$ cat src/rtl/instruction_queue_register.sv
// Prefetch FIFO feeding an instruction register that is split into opcode (control) and operand (wbus).
// Latency: a word loaded on one edge can reach the IR on the next edge, so load to control takes 2 edges.
// Backpressure: none; a load into a full FIFO without advance is dropped and sets sticky overflow. Define IR_TRISTATE_EN for a 'z idle wbus.
module instruction_queue_register #(
    parameter int OPCODE_W  = 4,
    parameter int OPERAND_W = 4,
    parameter int DEPTH     = 4,
    localparam int INSTR_W  = OPCODE_W + OPERAND_W,
    localparam int CNT_W    = $clog2(DEPTH + 1)
) (
    input  logic                 clk,
    input  logic                 reset,
    input  logic [INSTR_W-1:0]   instruction,
    input  logic                 load,
    input  logic                 advance,
    input  logic                 send,
    output logic [OPERAND_W-1:0] wbus,
    output logic [OPCODE_W-1:0]  control,
    output logic                 valid,
    output logic                 full,
    output logic                 empty,
    output logic [CNT_W-1:0]     count,
    output logic                 overflow
);
    localparam int PTR_W = $clog2(DEPTH);

    logic [INSTR_W-1:0] mem [DEPTH];
    logic [PTR_W-1:0]   wr_ptr;
    logic [PTR_W-1:0]   rd_ptr;
    logic [INSTR_W-1:0] ir;
    logic               push;
    logic               pop;

    assign full  = (count == CNT_W'(DEPTH));
    assign empty = (count == '0);

    // A full FIFO still accepts a word when the head leaves in the same cycle.
    assign push = load && (!full || advance);
    assign pop  = advance && !empty;

    always_ff @(posedge clk) begin
        if (push) begin
            mem[wr_ptr] <= instruction;
        end
    end

    always_ff @(posedge clk) begin
        if (reset) begin
            wr_ptr   <= '0;
            rd_ptr   <= '0;
            count    <= '0;
            ir       <= '0;
            valid    <= 1'b0;
            overflow <= 1'b0;
        end else begin
            if (push) begin
                wr_ptr <= wr_ptr + PTR_W'(1);
            end
            if (pop) begin
                rd_ptr <= rd_ptr + PTR_W'(1);
            end
            if (push && !pop) begin
                count <= count + CNT_W'(1);
            end else if (pop && !push) begin
                count <= count - CNT_W'(1);
            end
            if (load && full && !advance) begin
                overflow <= 1'b1;
            end
            // No bypass: an advance on an empty FIFO clears the IR even if a load lands now.
            if (advance) begin
                if (!empty) begin
                    ir    <= mem[rd_ptr];
                    valid <= 1'b1;
                end else begin
                    ir    <= '0;
                    valid <= 1'b0;
                end
            end
        end
    end

    // IR is held at zero whenever valid is low, so control needs no extra gating.
    assign control = ir[INSTR_W-1:OPERAND_W];

`ifdef IR_TRISTATE_EN
    assign wbus = (send && valid) ? ir[OPERAND_W-1:0] : {OPERAND_W{1'bz}};
`else
    assign wbus = (send && valid) ? ir[OPERAND_W-1:0] : '0;
`endif

endmodule

$ cat config.mk
export PLATFORM = sky130hd
export DESIGN_NAME = instruction_queue_register
export DESIGN_NICKNAME = d
export VERILOG_FILES = /design/src/rtl/instruction_queue_register.sv
export SDC_FILE = /design/constraint.sdc
export NUM_CORES = 1
export LEC_CHECK = 0
export CAP_MARGIN = 0
export CORE_ASPECT_RATIO = 0.6
export CORE_MARGIN = 2
export CORE_UTILIZATION = 25
export CTS_BUF_LIST = sky130_fd_sc_hd__clkbuf_4 sky130_fd_sc_hd__clkbuf_8 sky130_fd_sc_hd__clkbuf_16
export DETAILED_ROUTE_END_ITERATION = 16
export PLACE_DENSITY_LB_ADDON = 0.08
export SLEW_MARGIN = 20
export SYNTH_ARGS = -nofsm -noshare
export SYNTH_HDL_FRONTEND = slang
export SYNTH_SLANG_ARGS = --single-unit
$ cat constraint.sdc
create_clock -name clk -period 2.5 [get_ports clk]
set_clock_uncertainty 0.1 [all_clocks]
set_input_delay 0.5 -clock clk [delete_from_list [all_inputs] [get_ports clk]]
set_output_delay 0.5 -clock clk [all_outputs]
set_load 0.01 [all_outputs]
==> summary.md, run 1 <==
| Metric | Value |
|---|---|
| Status | completed |
| Setup violators final | 0 |
| Ports | 28 |
| Critical Path AT | 2520 ps |
| Ant diodes | 0 |
| First-pass GRT wire length | between 6000 and 7000 um |
| Core Box Area | about 0.0079 mm^2 |
| Max-cap viol count | 0 |
| Tightest Hold Check Type | flip-flop to flip-flop |
| Clock sinks | 51 |
| Main synth FF type | edfxtp_1 |
| Hold depth | 2 |
| Worst VDD drop | 0.000248 V |
| Finished Cell Area | 0.00261 mm^2 |
| Max Freq | 0.416 GHz |
| Leakage | between 0.9 and 1 nW |
| Placed Area | 0.00243 mm^2 |
| Routed len/inst | 15.4 um |
| Final HPWL DP | 2980 um |
| Clk pwr share | 29.9% |
| Min Clock Period, post-route | ~2400 ps |
| CTS tree | done |
| Switch share | 26.5% |
| Slew Viols, Final | 0 |
| Final Wtd Congestion | 0.690 |
| Synth async-reset ratio | 0% |
| Critical Path Start Type | primary input |
| Syn nets | 141 |
| Layout cell share with drive strength beyond 1 | 22.9% |
| CP max FO | 2 |
| Commonest non-fill, non-tap cell in the layout | edfxtp_1 |
| Critical Path RT | roughly 2600 ps |
| Yosys cell types | 29 |
| Post-Route WL | 4090 um |
| CTS Hold Buffers Added | 0 |
| Setup Buffers After CTS | 0 |
| IO buf count | 27 |
| Yosys warnings | 0 |
| Slew @ Worst Pin | 670 ps |
| CTS buffer count | 5 |
| Post-synth EDFFs | 32 |
| Critical path capture point type | flip-flop |
| Cell Rows | 25 |
| Fill cells | 769 |
| Net switching power | approximately 680 uW |
| Avg Synthesized Cell Area | approximately 17 um^2 |
| Clk Latency, worst-skew pair | 280 ps |
| Total track usage | 9.93% |
| Overflow after GRT | 0 |
| Cells after DPL | 257 |
| Hold Vio Cnt, Final | 0 |
| Finished Layout Cells | 265 |
| Clock Tree Root | clkbuf_16 |
| First DRT Iteration DRCs | 57 |
| DRC Markers | 0 |
| Fin Hold WS | 366 ps |
| Vias in the first global route | 1190 |
| Worst Reg-to-Reg Cells | 8 |
| Internal | 1.89 mW |
| Final Cycle Share | 96.1% |
| Synth Register Bits | 51 |
| RSZ-0062 raised after global routing | false |
| Cells after Synth | approximately 120 |
| Slew headroom | a little under three fifths |
| DR vias | 1084 |
| Comb power frac | between 20% and 30% |
| Initial antenna violation count | 0 |
| Sequential area share after synthesis | between 60% and 70% |
| H-tree depth | 2 |
| WS Path Type | primary input to flip-flop |
| Number of nets in the layout | 175 |
| Vias/cell | 4.09 |
| Pre-antenna DRT Iters | 6 |
| Starting Density | 25.7% |
| Die Ht | 73.6 um |
| Pwr/cell area | 987 mW/mm^2 |
| Die area | 0.00884 mm^2 |
| Register share of total power | 44.7% |
| Synth-to-layout area growth | 29.0% |
| Post-CTS sizing | 0 |
| CTS clk-pin slew, worst paths | 60 ps |
| Mapped Area | 0.00202 mm^2 |
| Antenna Violating Nets Remaining | 0 |
| Largest net degree at the start of global routing | 16 |
| Die X-Extent | 120 um |
| CTS Buffer Depth | 2 |
| Commonest cells after routing, fill and taps aside | edfxtp_1 (32), clkdlybuf4s50_1 (27), dfxtp_1 (19) |
## logic make-up (layout without fill, tap and decap cells)
| kind of cell | count (synthesis) | after routing | share of synthesized area [%] |
|---|---|---|---|
| compound gates | 15 | 15 | 6.94 |
| buf+inv | 11 | 46 | 3.16 |
| fa+ha+maj | 6 | 6 | 4.09 |
| mux | 11 | 11 | 10.6 |
| xor+xnor | 4 | 4 | 1.73 |
| simple gates | 24 | 24 | 7.06 |
| flops | 51 | 51 | 66.4 |
## metal layers
layer / track usage [%] / vias to the layer above / wire length [um] / share of wire [%]
met5: 0 / - / 0 / 0
met4: 2.35 / 0 / 19 / 0.46
met3: 2.80 / 2 / 103 / 2.5
met2: 15.9 / 15 / 1900 / 46
met1: 13.5 / 547 / 2070 / 51
li1: - / 520 / - / -
## registers in the layout (all words and copies together), names as in the netlist, named ones only
register / flops
ir: 8
mem: 32
valid: 1
wr_ptr: 2
overflow: 1
rd_ptr: 2
count: 3
## power groups by stage
stage                     combinational (mW)  sequential [mW]  clock, mW
after floorplan                        0.423             1.13          0
after global placement                 0.649             1.17          0
after detailed placement               0.647             1.18          0
after CTS                              0.653             1.16      0.795
after global routing                   0.713             1.18      0.823
final                                  0.652             1.15      0.769
## cells in the mapped netlist, types with 2 or more instances
library cell / n / area [um^2]
edfxtp_1: 32 / 961
dfxtp_1: 19 / 380
nor2_1: 9 / 33.8
a22o_1: 8 / 70.1
mux4_2: 8 / 180
ha_1: 5 / 62.6
and2_2: 4 / 30.0
and3_1: 4 / 25.0
buf_4: 4 / 30.0
inv_1: 4 / 15.0
xor2_1: 4 / 35.0
a21oi_1: 2 / 10.0
mux2i_1: 2 / 20.0
nand2b_1: 2 / 12.5
## layout make-up
| type | count | area [um^2] | share of cell area, % |
|---|---|---|---|
| clock buffers | 7 | 140 | 5.38 |
| repair buffers | 34 | 323 | 12.4 |
| inverters | 4 | 15.0 | 0.576 |
| clock inverters | 1 | 30.0 | 1.15 |
| multi-input cells | 60 | 622 | 23.9 |
| well taps | 108 | 135 | 5.18 |
| flip-flops and latches | 51 | 1340 | 51.5 |
## worst paths after layout
path             from  endpoint  slack (ps)
min reg2reg  overflow  overflow         370
min          overflow  overflow         370
max              load  count[2]         100
max reg2reg  count[0]  count[2]         130
## metrics by stage
step | power [mW] | TNS [ps] | setup WS, ps | utilization, %
CTS | 2.61 | 0 | 111 | 33.1
global route | 2.71 | 0 | 2.76 | 33.2
finish | 2.57 | 0 | 97.4 | 33.2
detailed placement | 1.82 | -184 | -184 | 30.9
global placement | 1.82 | -134 | -134 | 30.9
floorplan | 1.56 | 0 | 126 | -
## worst max-delay path, cell delays in order
cell and delay, ps:
clkdlybuf4s50_1 500, a21boi_4 190, ha_2 190, inv_1 50
fa_1 360, xor2_1 160, or3_2 430, a21oi_2 140
Note: power is estimated with default switching activity, not from simulation.
==> run 2, diff against run 1 <==
CAP_MARGIN = 30   (was 0)
CTS_CLUSTER_SIZE = 12   (was default)
SLEW_MARGIN = default   (was 20)
==> results of run 2 <==
Final layout, timing and power as in run 1 (identical DEF).
